File: config.mk
export PLATFORM = sky130hd
export DESIGN_NAME = mdu_ctrl
export DESIGN_NICKNAME = d
export VERILOG_FILES = /design/src/rtl/mdu_ctrl.sv
export SDC_FILE = /design/constraint.sdc
export NUM_CORES = 1
export LEC_CHECK = 0
export ABC_AREA = 0
export CORE_MARGIN = 2
export CORE_UTILIZATION = 30
export DETAILED_ROUTE_END_ITERATION = 8
export GPL_ROUTABILITY_DRIVEN = 0
export HOLD_SLACK_MARGIN = 0.12
export PLACE_DENSITY = 0.55
export REMOVE_ABC_BUFFERS = 1
export SETUP_SLACK_MARGIN = 0.2
export SYNTH_ARGS = -nofsm -noshare
export SYNTH_HDL_FRONTEND = slang
export SYNTH_SLANG_ARGS = --single-unit
File: constraint.sdc
create_clock -name clk -period 7.2 [get_ports clk]
set_input_delay 1.08 -clock clk [delete_from_list [all_inputs] [get_ports clk]]
set_output_delay 1.08 -clock clk [all_outputs]
set_load 0.005 [all_outputs]
File: src/rtl/mdu_ctrl.sv
// Iterative shift-add multiplier for MIPS mult/multu with HI/LO registers and mthi/mtlo writes.
// Define MDU_EARLY_TERM_EN to leave RUN as soon as the remaining multiplier bits are all zero.
`timescale 1ns/1ps
module mdu_ctrl #(
    parameter int WIDTH = 32
) (
    input  logic             clk,
    input  logic             rst_n,
    input  logic             start,
    input  logic             is_signed,
    input  logic [WIDTH-1:0] a,
    input  logic [WIDTH-1:0] b,
    input  logic             wr_hi,
    input  logic             wr_lo,
    input  logic [WIDTH-1:0] wd,
    input  logic             hilo_req,
    output logic [WIDTH-1:0] hi,
    output logic [WIDTH-1:0] lo,
    output logic             busy,
    output logic             done,
    output logic             stall
);
    localparam int CNT_W = $clog2(WIDTH) + 1;
    localparam int ACC_W = 2 * WIDTH;
    localparam logic [CNT_W-1:0] LAST_CNT = CNT_W'(WIDTH - 1);
    localparam logic [CNT_W-1:0] ONE_CNT  = {{(CNT_W-1){1'b0}}, 1'b1};
    localparam logic [WIDTH-1:0] ONE_W    = {{(WIDTH-1){1'b0}}, 1'b1};
    localparam logic [ACC_W-1:0] ONE_ACC  = {{(ACC_W-1){1'b0}}, 1'b1};

    typedef enum logic [1:0] {
        IDLE = 2'd0,
        RUN  = 2'd1,
        FIX  = 2'd2
    } state_t;

    state_t           state_r;
    logic [WIDTH-1:0] mcand_r;
    logic [WIDTH-1:0] mplier_r;
    logic [ACC_W-1:0] acc_r;
    logic [CNT_W-1:0] cnt_r;
    logic             neg_r;

    logic [ACC_W-1:0] addend_s;
    logic [ACC_W-1:0] acc_next_s;
    logic [ACC_W-1:0] result_s;
    logic [WIDTH-1:0] mplier_next_s;
    logic             run_last_s;

    // The most-negative value maps to 2^(WIDTH-1), which still fits unsigned in WIDTH bits.
    function automatic logic [WIDTH-1:0] magnitude(input logic [WIDTH-1:0] v, input logic sgn);
        if (sgn && v[WIDTH-1]) begin
            magnitude = (~v) + ONE_W;
        end else begin
            magnitude = v;
        end
    endfunction

    // One shift-add step, loop exit decision and sign fix-up of the final product.
    always_comb begin
        addend_s      = {{WIDTH{1'b0}}, mcand_r} << cnt_r;
        mplier_next_s = {1'b0, mplier_r[WIDTH-1:1]};
        if (mplier_r[0]) begin
            acc_next_s = acc_r + addend_s;
        end else begin
            acc_next_s = acc_r;
        end
`ifdef MDU_EARLY_TERM_EN
        run_last_s = (mplier_next_s == '0) || (cnt_r == LAST_CNT);
`else
        run_last_s = (cnt_r == LAST_CNT);
`endif
        if (neg_r) begin
            result_s = (~acc_r) + ONE_ACC;
        end else begin
            result_s = acc_r;
        end
    end

    // Control FSM with datapath registers and the HI/LO result registers.
    always_ff @(posedge clk or negedge rst_n) begin
        if (!rst_n) begin
            state_r  <= IDLE;
            mcand_r  <= '0;
            mplier_r <= '0;
            acc_r    <= '0;
            cnt_r    <= '0;
            neg_r    <= 1'b0;
            hi       <= '0;
            lo       <= '0;
            done     <= 1'b0;
        end else begin
            done <= 1'b0;
            case (state_r)
                IDLE: begin
                    if (start) begin
                        mcand_r  <= magnitude(a, is_signed);
                        mplier_r <= magnitude(b, is_signed);
                        neg_r    <= is_signed & (a[WIDTH-1] ^ b[WIDTH-1]);
                        acc_r    <= '0;
                        cnt_r    <= '0;
                        state_r  <= RUN;
                    end else begin
                        if (wr_hi) begin
                            hi <= wd;
                        end
                        if (wr_lo) begin
                            lo <= wd;
                        end
                    end
                end
                RUN: begin
                    acc_r    <= acc_next_s;
                    mplier_r <= mplier_next_s;
                    cnt_r    <= cnt_r + ONE_CNT;
                    if (run_last_s) begin
                        state_r <= FIX;
                    end
                end
                FIX: begin
                    {hi, lo} <= result_s;
                    done     <= 1'b1;
                    state_r  <= IDLE;
                end
                default: begin
                    state_r <= IDLE;
                end
            endcase
        end
    end

    assign busy  = (state_r != IDLE);
    assign stall = (hilo_req | wr_hi | wr_lo | start) & busy;

endmodule

Word level (Yosys, flattened, before mapping)
Cells that the tools add are included.
{ "totals": {"register_bits": 202, "mem_bits_rw": 0, "output_inout_bits": 67, "latchBits": 0, "inputBits": 103, "rom_bits": 0, "n_memories": 0} }
{ "classes": {"muxes": 20, "n_div": 0, "addsub": 5, "n_reduce_logical": 12, "multipliers": 0, "n_eq_ne": 9, "n_shift": 1, "n_lt_le_gt_ge": 0, "n_bitwise": 9} }
{ "ops": {"columns": ["operator", "n"], "rows": [
  ["$mux 32", 7],
  ["$mux 64", 3],
  ["$pmux 32 s2", 3],
  ["$pmux 64 s2", 1],
  ["$add 32x1->32 const B", 2],
  ["$add 64x1->64 const B", 1],
  ["$add 64x64->64", 1],
  ["$not 32->32", 2],
  ["$not 64->64", 1],
  ["$shl 32x6->64", 1],
  ["$ne 2x2->1 const B", 6],
  ["$pmux 6 s2", 1],
  ["$reduce_and 3->1", 3],
  ["$add 6x1->6 const B", 1],
  ["$eq 6x5->1 const B", 1],
  ["$mux 6", 1],
  ["$reduce_and 2->1", 3],
  ["$reduce_bool 2->1", 3],
  ["$mux 2", 2],
  ["$pmux 2 s2", 1],
  ["$or 1x1->1", 3],
  ["$and 1x1->1", 2],
  ["$eq 2x1->1 const B", 1],
  ["$eq 2x2->1 const B", 1],
  ["other kinds (4)", 5]
]} }

Depth between registers and ports, before layout
{ "logic_depth": {"ltp_word": 5, "mapped_depth": 24} }

Worst setup path before layout
No wires, ideal clock.
{ "synth_path": {"kind": "reg2reg", "start": "reg cnt_r[0]", "end": "reg acc_r[63]", "synth_period_minus_slack_ns": 5.233, "path_stages_with_launch": 22, "path_slack_ns": 1.967, "arrival_ns": 5.129, "path_cell_list": "dfrtp_1 > buf_2 > buf_1 > clkbuf_1 > mux4_2 > mux2i_1 > nor2_1 > a21oi_1 > mux2i_1 > and2_1 > ha_1 > clkbuf_1 > and2_1 > and3_1 > a211oi_1 > a21oi_1 > o31ai_1 > a31oi_1 > a21oi_1 > nand2_1 > a21bo_2 > o311ai_1"} }
{ "synth_via": {"elab_chain_cells": 4} }
{ "synth_rtl": {"columns": ["element", "line", "text"], "rows": [
  ["start: declaration", "40", "logic [CNT_W-1:0] cnt_r;"],
  ["start signal: assignment", "114", "cnt_r <= cnt_r + ONE_CNT;"],
  ["$shl 32x6->64", "60", "addend_s = {{WIDTH{1'b0}}, mcand_r} << cnt_r;"],
  ["$add 64x64->64", "63", "acc_next_s = acc_r + addend_s;"],
  ["$mux 64", "62", "if (mplier_r[0]) begin"],
  ["$pmux 64 s2", "93", "case (state_r)"],
  ["end signal: assignment", "112", "acc_r <= acc_next_s;"],
  ["end: declaration", "39", "logic [ACC_W-1:0] acc_r;"]
]} }
Every way passes these cells. The select of a mux whose other input is x is not followed.
A chain may end at the register's enable or synchronous reset.

Worst setup path after layout
Ends and elaborated chain as after synthesis.

==> results.md <==
- CTS Buffer Depth: 3
- Remaining antenna violation count: 0
- ANT cells: 0
- Simple-gate share of the synthesized area: between 15 and 20%
- Adder-cell area share of the yosys netlist: under 10%
- Mux cell area share after synthesis: 9.85%
- CTS tree: yes
- Leakage: 0.00779 uW
- Area Overhead vs Synth: 18.5%
- # IOs: 170
- Num Clock Sinks: 202
- Antenna violations before repair: 0
- DR pass1 iterations: 6
- Final period utilization: approximately four fifths
- Mean Syn Cell Area: 8.17 sq um
- Ys async rst share: 100%
- GR Overflow Total: 0
- Tot Pwr: about 9200 uW
- WP data required: ~7700 ps
- Total GRT Usage: 18.0%
- Pins Over Slew Limit: 0
- Largest fanout on the critical path: 44
- HP Class: flip-flop to flip-flop
- Yosys Warn Count: 0
- Setup Viol. Count Final: 0
- Worst skew pair latency: 560 ps
- Nets: about 2300
- Post-CTS Setup Repair Bufs: 0
- Synth area leader: dfrtp_1
- Actual slew at the worst max-slew pin: between 1000 and 1500 ps
- Setup CP Type: flip-flop to flip-flop
- Kind of end point of the critical path: flip-flop
- Total wire length: 52.7 mm
- Cell Area, Synth: 0.0166 sq mm
- Crit start category: flip-flop
- Sequential area share after synthesis: 30.5%
- Max_cap viols: 0
- Number of hold buffers added after CTS: 0
- Setup repair after global routing missed its margin: no
- Worst VDD drop: 190 uV
- Minimum clock period: 5880 ps
- Post-Synthesis Cells: ~2000
- Root Driver: clkbuf_16
- Distinct cells, synth: 73
- Share of post-route cells with drive strength above 1: 6.10%
- CTS H-Tree Depth: 1
- CTS Buf Count: 26
- Highest clock rate: 0.170 GHz
- Port bufs: 169
- Outcome: finished, final reports clean
- Vias in the first global route: roughly 15000
- Post-cts sizing count: 0
- Pin count of the biggest net entering global routing: about 100
- Synth Area in Compound Gates: 23.6%
- Die X: between 200 and 250 um
- Vias per cell: 5.40
- Row count: 86
- Synthesized flop and latch total: 202
- Top cells by area, synth: dfrtp_1 (30%), o21ai_0 (8.0%), nand2_1 (6.8%)
- DR WL/cell: 18.6 um
- DP HPWL: about 40 mm
- Critical Path AT: roughly 6300 ps
- DRC: 0
- Initial core utilization: a little under a third
- Post-synth EDFFs: 0
- First-pass GRT wire length: slightly above 80 mm
- Initial detailed-routing violation count: 1350
- Setup TNS: 0 ps
- Vert. Die Dim: about 240 um
- CTS clk-pin slew, worst paths: 60 ps
- Via count: 15318
- XOR/XNOR share of the synthesized area: 9.50%
- Yosys top cell area share: 30.5%
- PwrDens: between 400 and 500 mW/mm^2
- Die ar.: 0.0572 sq mm
- Top_reg_cell synth: dfrtp_1
- Core Area: 0.0549 sq mm
- Slew margin rel.: 26.2%
- Final hold viol count: 0
- Setup Skew: between 15 and 20 ps
- Largest family of logic cells by synthesized area: compound AO/OA/AOI/OAI gates
[cells by family after synthesis]
logic type      count (synthesis)
buf+inv                       163
mux                           137
fa+ha+maj                      68
flops                         202
xor+xnor                      180
simple gates                  632
compound gates                648
[placed cells by master (no fill, tap or decap), drive strengths merged, types with 40 or more instances in the layout]
master | synthesis | layout
dfrtp | 202 | 202
o21ai | 275 | 275
nand2 | 301 | 301
xnor2 | 118 | 118
a21oi | 121 | 121
mux2i | 98 | 98
ha | 67 | 67
o31ai | 40 | 40
nor2 | 119 | 119
clkdlybuf4s50 | 0 | 168
xor2 | 62 | 62
[synth_stat cells, types with 3 or more instances]
cell      count
o21a_1       10
a31oi_1      17
nor2b_1      17
nand3b_1      3
o211ai_1      8
nand2_1     301
inv_1        31
mux2_2       20
o41ai_1      14
a22oi_1      29
or3_1        13
and3_1       14
a21o_1       37
mux4_2       19
a211oi_1     19
o21bai_1     19
o22a_1        6
xnor2_1     118
a21oi_1     121
o22ai_1      20
dfrtp_1     202
a22o_1        8
a21boi_0      3
nor3b_1       4
nand3_1      24
a32o_1        3
nor3_1       24
nand4_1      23
buf_1        22
o21ai_0     264
xor2_1       62
and2_1       25
nor2_1      119
and4_1        3
nand2b_1     15
or2_2         8
o21ai_1      11
or4_1        11
o31ai_1      40
mux2i_1      98
ha_1         67
nor4_1       16
clkbuf_1    106
[metrics by stage]
stage	setup slack (ps)	utilization [%]	cell area, sq um	std cells	hold slack (ps)
after floorplan	1920	-	16100	1900	460
after global placement	1340	34.3	18800	2789	480
after detailed placement	1350	34.3	18800	2789	488
after CTS	1320	35.8	19700	2835	499
after global routing	921	35.8	19700	2835	537
final	1320	35.8	19700	2835	491
[sequential cells by signal, summed over array words and instances (netlist names)]
register,flops
acc_r,64
cnt_r,6
done,1
hi,32
lo,32
mcand_r,32
mplier_r,32
neg_r,1
state_r,2
[report_power, final]
group / switching [uW] / leakage (uW) / internal [uW]
Sequential: 501 / 0.00244 / 1530
Combinational: 3520 / 0.00494 / 2310
Clock: 524 / 0.000411 / 766
Total: 4540 / 0.00779 / 4610
[metal layers]
| layer | GRT usage [%] | vias up | share of wire, % | routed length, um |
|---|---|---|---|---|
| li1 | - | 7489 | - | - |
| met4 | 5.23 | 0 | 2.7 | 1420 |
| met1 | 25.0 | 7284 | 47 | 24600 |
| met2 | 29.2 | 464 | 46 | 24000 |
| met5 | 0 | - | 0 | 0 |
| met3 | 2.21 | 81 | 4.9 | 2560 |
[path summary, 6_finish.rpt]
path	start	endpoint	slack (ps)	cells past startpoint
setup / recovery	cnt_r[0]$_DFFE_PN0P_	acc_r[63]$_DFFE_PN0P_	1320	17
hold / removal	mplier_r[28]$_DFFE_PN0P_	mplier_r[27]$_DFFE_PN0P_	490	2
setup reg to reg	cnt_r[0]$_DFFE_PN0P_	acc_r[63]$_DFFE_PN0P_	1320	17
hold reg to reg	mplier_r[28]$_DFFE_PN0P_	mplier_r[27]$_DFFE_PN0P_	490	2
max in group asynchronous	rst_n	cnt_r[0]$_DFFE_PN0P_	5220	2
min in group asynchronous	rst_n	lo[6]$_DFFE_PN0P_	520	1
[layout make-up]
type / count / area [sq um]
clock buffer: 36 / 759
tap: 704 / 881
clock inverter: 10 / 82.6
sequential: 202 / 5060
timing repair buffer: 185 / 1820
fill: 5659 / 35200
inverter: 33 / 125
multi-input combinational: 1665 / 10900
[worst max-delay path, cell delays in order, from the launching register on]
cell and delay (ps):
dfrtp_2 1050, mux4_2 630, mux2i_1 200, nor2_1 60, a21oi_1 450, mux2i_1 200, and2_1 220, ha_1 380
and2_1 200, and3_1 190, a211oi_1 240, a21oi_1 130, o31ai_1 430, a31oi_1 250, a21oi_1 380, nand2_1 210
a21bo_2 250, o311ai_1 280
Note: power is estimated with default switching activity, not from simulation.
